**src/rtl/fc_neuron_mac.sv**
```systemverilog
// Fully-connected neuron: streams one input vector LANES words per beat against a
// writable weight/bias file, then adds bias, saturates, optionally applies ReLU.
module fc_neuron_mac #(
    parameter int unsigned WORD_SIZE             = 16,
    parameter int unsigned N_SIZE                = 8,
    parameter int unsigned PREVIOUS_LAYER_HEIGHT = 4,
    parameter int unsigned LANES                 = 2,
    parameter bit          RELU_EN               = 1'b0,
    parameter int unsigned LAYER_NUMBER          = 1,
    parameter int unsigned NEURON_NUMBER         = 0
) (
    input  logic                                       clk_i,
    input  logic                                       reset_i,
    input  logic [LANES*WORD_SIZE-1:0]                 data_i,
    input  logic                                       valid_i,
    output logic                                       ready_o,
    output logic [WORD_SIZE-1:0]                       data_o,
    output logic                                       valid_o,
    input  logic                                       ready_i,
    input  logic                                       wen_i,
    input  logic [$clog2(PREVIOUS_LAYER_HEIGHT+1)-1:0] waddr_i,
    input  logic [WORD_SIZE-1:0]                       wdata_i
);
    localparam int unsigned W     = WORD_SIZE;
    localparam int unsigned H     = PREVIOUS_LAYER_HEIGHT;
    localparam int unsigned P     = LANES;
    localparam int unsigned BEATS = (H + P - 1) / P;
    localparam int unsigned AW    = $clog2(H + 1);
    localparam int unsigned PW    = 2 * W;
    localparam int unsigned ACC_W = 2 * W + AW;
    localparam int unsigned BW    = (BEATS > 1) ? $clog2(BEATS) : 1;

    localparam logic signed [ACC_W-1:0] SAT_MAX = ACC_W'({1'b0, {(W-1){1'b1}}});
    localparam logic signed [ACC_W-1:0] SAT_MIN = ~SAT_MAX;

    if (H < 1 || P < 1 || P > H) begin : g_bad_cfg
        $error("fc_neuron_mac L%0d N%0d: invalid height/lane configuration",
               LAYER_NUMBER, NEURON_NUMBER);
    end

    typedef enum logic [1:0] {ST_ACC, ST_FIN, ST_OUT} state_t;

    state_t                    state_q, state_d;
    logic                      ready_d, valid_d;
    logic [BW-1:0]             beat_q;
    logic signed [ACC_W-1:0]   acc_q;
    logic signed [ACC_W-1:0]   beat_sum;
    logic signed [ACC_W-1:0]   fin_sum;
    logic signed [PW-1:0]      lane_prod [P];
    logic signed [W-1:0]       wmem [H+1];
    logic [W-1:0]              result;
    logic                      beat_fire;
    logic                      last_beat;

    assign beat_fire = valid_i && ready_o;
    assign last_beat = (beat_q == BW'(BEATS - 1));

    // Weight/bias file: entries 0..H-1 are weights, entry H is the bias; never reset.
    always_ff @(posedge clk_i) begin
        if (wen_i && (waddr_i <= AW'(H))) begin
            wmem[waddr_i] <= wdata_i;
        end
    end

    // Sum of this beat's lane products; lanes past the end of the vector add nothing.
    always_comb begin
        beat_sum = '0;
        for (int l = 0; l < int'(P); l++) begin
            lane_prod[l] = '0;
            if ((int'(beat_q) * int'(P) + l) < int'(H)) begin
                lane_prod[l] = PW'($signed(data_i[l*W +: W]))
                             * PW'(wmem[AW'(int'(beat_q) * int'(P) + l)]);
            end
            beat_sum = beat_sum + ACC_W'(lane_prod[l]);
        end
    end

    // Rescale, add bias, saturate to the word range, optional ReLU.
    always_comb begin
        fin_sum = (acc_q >>> N_SIZE) + ACC_W'(wmem[AW'(H)]);
        if (fin_sum > SAT_MAX) begin
            result = {1'b0, {(W-1){1'b1}}};
        end else if (fin_sum < SAT_MIN) begin
            result = {1'b1, {(W-1){1'b0}}};
        end else begin
            result = fin_sum[W-1:0];
        end
        if (RELU_EN && result[W-1]) begin
            result = '0;
        end
    end

    always_comb begin
        state_d = state_q;
        ready_d = 1'b0;
        valid_d = 1'b0;
        unique case (state_q)
            ST_ACC:  if (beat_fire && last_beat) state_d = ST_FIN;
            ST_FIN:  state_d = ST_OUT;
            ST_OUT:  if (ready_i) state_d = ST_ACC;
            default: state_d = ST_ACC;
        endcase
        ready_d = (state_d == ST_ACC);
        valid_d = (state_d == ST_OUT);
    end

    always_ff @(posedge clk_i) begin
        if (reset_i) begin
            state_q <= ST_ACC;
            ready_o <= 1'b1;
            valid_o <= 1'b0;
        end else begin
            state_q <= state_d;
            ready_o <= ready_d;
            valid_o <= valid_d;
        end
    end

    // Accumulator, beat counter and result register.
    always_ff @(posedge clk_i) begin
        if (reset_i) begin
            acc_q  <= '0;
            beat_q <= '0;
            data_o <= '0;
        end else begin
            if (state_q == ST_ACC && beat_fire) begin
                acc_q <= acc_q + beat_sum;
                if (!last_beat) begin
                    beat_q <= beat_q + BW'(1);
                end
            end
            if (state_q == ST_FIN) begin
                data_o <= result;
            end
            if (state_q == ST_OUT && ready_i) begin
                acc_q  <= '0;
                beat_q <= '0;
            end
        end
    end
endmodule
```
**config.mk**
```make
export PLATFORM = sky130hd
export DESIGN_NAME = fc_neuron_mac
export DESIGN_NICKNAME = d
export VERILOG_FILES = /design/src/rtl/fc_neuron_mac.sv
export SDC_FILE = /design/constraint.sdc
export NUM_CORES = 2
export LEC_CHECK = 0
export ABC_AREA = 1
export CAP_MARGIN = 20
export CORE_MARGIN = 2
export CORE_UTILIZATION = 60
export DETAILED_ROUTE_END_ITERATION = 10
export HOLD_SLACK_MARGIN = 0.1
export PLACE_DENSITY = 0.78
export SYNTH_ARGS = -nofsm -noshare
export SYNTH_HDL_FRONTEND = slang
export SYNTH_SLANG_ARGS = --single-unit
```
**constraint.sdc**
```tcl
create_clock -name clk_i -period 10.2 [get_ports clk_i]
set_input_delay 1.02 -clock clk_i [delete_from_list [all_inputs] [get_ports clk_i]]
set_output_delay 1.02 -clock clk_i [all_outputs]
set_load 0.01 [all_outputs]
```
==> results.md <==
- The multiplexer area fraction after synthesis is 0.00102.
- Of the total synthesized cell area, the portion taken by XOR and XNOR cells is 0.0280.
- The initial cell density of the core is 0.604.
- The final weighted congestion in routability-driven placement is 1.02.
- For met1 alone, demand over resource in global routing was 0.472.
- The tightest min-delay check is of the flop to flop type.
- The share of async-settable or async-resettable flops after synthesis is 0.
- The placed instance area is just over 0.03 mm^2.
- The layout cell share with drive strength beyond 1 is 0.0508.
- The largest incremental delay on the critical path is 0.68 ns.
- The count of vias placed by the detailed router is 23.8k.
- The number of remaining DRC errors is 0.
- Post-CTS timing repair inserted 0 buffers for setup.
- Sorting the synthesized cells by area gives the leading types as fa_1, inv_1, ha_1, nand2_1, edfxtp_1.
- The die is 225 um tall.
- The worst pin sits at a relative slew slack of 0.315.
- The mean cell area of the mapped netlist is 8.07 um^2.
- The number of endpoints with negative hold slack in the final report is 0.
- The main combinational cell family by area after synthesis is adder cells.
- The number of global-route vias before repair is approximately 24k.
- The post-layout instance count excluding filler cells is 4343.
- Of the post-synthesis cell area, the dominant cell type holds 0.382.
- The post-synthesis simple-gate area fraction is 0.184.
- Dividing the detail-routed wire length by the instance count gives 18.4 um.
- The number of placed cells counting well taps is ~4.3k.
- Of the total synthesized cell area, the portion taken by full adders, half adders and majority gates is 0.477.
- The setup TNS is 0 ns.
- The time the final worst path needs with I/O delays and setup is ~9.5 ns.
- The flow ran to the end, and the final reports show no timing, DRC or antenna violations.
- The CTS sink count is between 100 and 150.
- After clock tree synthesis, the clock-pin slew on the worst setup and hold paths is ~0.060 ns.
- After synthesis, the netlist uses 48 different library cells.
- The number of placement rows is 81.
- The top-level port count is 74.
- After clock tree synthesis, the repair step resized 0 gates.
- Synthesis produced a netlist with a net count of 4480.
- The worst-skew pair later-pin latency is 0.44 ns.
- In this run the tool buffered the top-level ports with 73 buffer cells.
- The area of the core is between 0.04 and 0.05 mm^2.
- The number of warnings issued by yosys is 0.
- The startpoint-to-endpoint class of the critical path is input pin to flop.
- The kind of launch point of the worst setup path is an input pin.
- The detailed router finished its first iteration with 2085 violations.
- The most numerous cell type found on the critical path is fa_1.
- The maximum number of pins on one net before global-route repair is 40.
- For the final database, setup skew stands at 0.0163 ns.
- Setup repair after global routing left no endpoint under its margin.
- The clock root buffer master is clkbuf_16.
- The most frequent cell after synthesis is inv_1.
- The number of buffers on the longest clock path is 2.
- Compared with the post-synthesis result, the final layout area differs by 7.54%.
- The kind of capture point of the worst setup path is a flop.
- The initial antenna violation count is 1.
- In this run, synthesis inferred 80 flip-flops with an integrated enable.
- Among all flip-flop cells after synthesis, the most frequent one is edfxtp_1.
- In this run the remaining antenna-violating nets after routing total 0.
- The final HPWL from detailed placement is a little under 70 mm.
- The width of the die is roughly 230 um.
- The total count of max-transition violations in the final report came to 0.
- The net count of the finished layout is around 4.5k.
- The tightest hold path in the finished design has a slack of around 0.48 ns.
- The floorplan step defined a die boundary enclosing a little over 0.05 mm^2.
- The post-synthesis cell area is 0.0294 mm^2.
- The final instance area is 0.0316 mm^2.
- In this run the worst path has a maximum fanout of 9.
- Of the synthesized area, sequential elements account for 0.121.
- The overall routing resource usage is 0.334.
- TritonCTS built the clock tree.
- The detailed-router iteration count before antenna repair is 6.
- Timing would allow up to 106 MHz.
- At the pin with the least slew margin, the transition time is 1.02 ns.
- For met2 alone, demand over resource in global routing was 0.533.
- The overflow left after global routing is 0.
- The critical-path cell with the highest stage delay is clkdlybuf4s50_1.
- For the worst setup path, the data arrival time is 9.78 ns.
- The cell type with the largest total area after synthesis is fa_1.
- The H-tree was split into 4 levels.
- In the synthesized netlist, the cells that appear most often are inv_1, nand2_1, fa_1.
- Data on the critical path is required at its endpoint by between 10 and 15 ns.
- Buffers inserted to repair hold after CTS numbered 0.
- The busiest layer in global routing is met2.
- The share of the synthesized area in compound gates (AO/OA/AOI/OAI) came to 0.0615.
- In the global route stage, met3 resource usage came out at 0.0575.
- The synthesized design contains 137 register bits.
- The first-pass GRT wire length is ~130 mm.
- Using the TritonRoute via totals, the vias-per-cell ratio works out to 5.47.
- Wires add up to 79.9 mm.
- The minimum setup slack among reg-to-reg paths is 0.98 ns.
- The number of instances in the synthesized netlist is approximately 3.6k.
- The number of clock buffers added by TritonCTS is 17.
- The final worst-path cycle share is 0.927.
- The number of maximum-capacitance constraint violations is 0.
- Setup violations remaining at the end of the flow were counted as 0.
==> worst max-delay path: cells and delay by family <==
| family | cells | cell delay, ns |
|---|---|---|
| adder cells (fa/ha/maj) | 9 | 4.04 |
| AO/OA/AOI/OAI | 11 | 1.99 |
| buffers and inverters | 6 | 1.67 |
| AND/OR/NAND/NOR | 4 | 0.80 |
| XOR/XNOR | 1 | 0.25 |
==> cells in the final DEF, fill, tap and decap left out, types with 5 or more instances in the layout <==
master	netlist	layout
xnor2_1	35	35
a21o_1	15	15
nor3_1	13	10
or2_2	59	59
o21ai_1	6	9
inv_1	899	899
a21oi_2	11	11
a31oi_1	6	6
fa_1	560	560
o21ai_0	102	98
ha_1	224	224
xor2_1	59	59
a21oi_1	136	136
o21bai_1	10	10
buf_4	0	48
nor2_1	403	403
inv_6	0	5
clkbuf_16	0	17
a21boi_0	5	5
dfxtp_1	57	57
nor2_2	12	12
a211oi_1	5	5
nand2_1	689	689
nand3_1	81	81
nand2_2	5	5
clkdlybuf4s50_1	0	73
nand4_1	26	26
edfxtp_1	80	80
nand3_2	7	7
clkinv_1	13	14
o211ai_1	9	9
==> worst paths after layout <==
kind         cells past startpoint                       to               startpoint
min reg2reg                      2  data_o[15]$_SDFFE_PP0N_  data_o[15]$_SDFFE_PP0N_
min                              2  data_o[15]$_SDFFE_PP0N_  data_o[15]$_SDFFE_PP0N_
max                             31   acc_q[33]$_SDFFE_PP0P_               data_i[31]
max reg2reg                     40   acc_q[32]$_SDFFE_PP0P_                     flop
==> state kept, by name, summed over array words and instances, names as in the netlist, named ones only <==
| name | count |
|---|---|
| acc_q | 35 |
| beat_q | 1 |
| data_o | 16 |
| ready_o | 1 |
| state_q | 2 |
| valid_o | 1 |
| wmem | 80 |
==> cell families (layout without fill, tap and decap cells) <==
family | count (synthesis) | after routing
mux | 3 | 3
other cells | 0 | 1
fa+ha+maj | 784 | 784
xor+xnor | 94 | 94
simple gates | 1313 | 1313
flops | 137 | 137
compound gates | 319 | 319
buf+inv | 990 | 1070
==> layout make-up <==
| class | instances | area [um^2] |
|---|---|---|
| Fill cell | 4120 | 17100 |
| Tap cell | 622 | 778 |
| Timing Repair Buffer | 122 | 1100 |
| Sequential cell | 137 | 3540 |
| Antenna cell | 1 | 2.50 |
| Multi-Input combinational cell | 2513 | 22100 |
| Clock buffer | 17 | 425 |
| Inverter | 916 | 3440 |
| Clock inverter | 15 | 178 |
==> metal layers <==
metal | up-vias | routed length [um]
met4 | 0 | 2600
li1 | 11000 | -
met1 | 11600 | 33200
met2 | 1057 | 36800
met5 | - | 0
met3 | 149 | 7240
==> per-stage QoR <==
step,worst slack (ns),utilization
after CTS,0.810,0.649
final,0.744,0.649
after floorplan,1.97,-
after global routing,0.0854,0.649
after global placement,0.415,0.636
after detailed placement,0.398,0.636
Power is left out: the tool's default activity adds up to more than one toggle a clock period on the data nets, which glitch-free logic cannot reach.
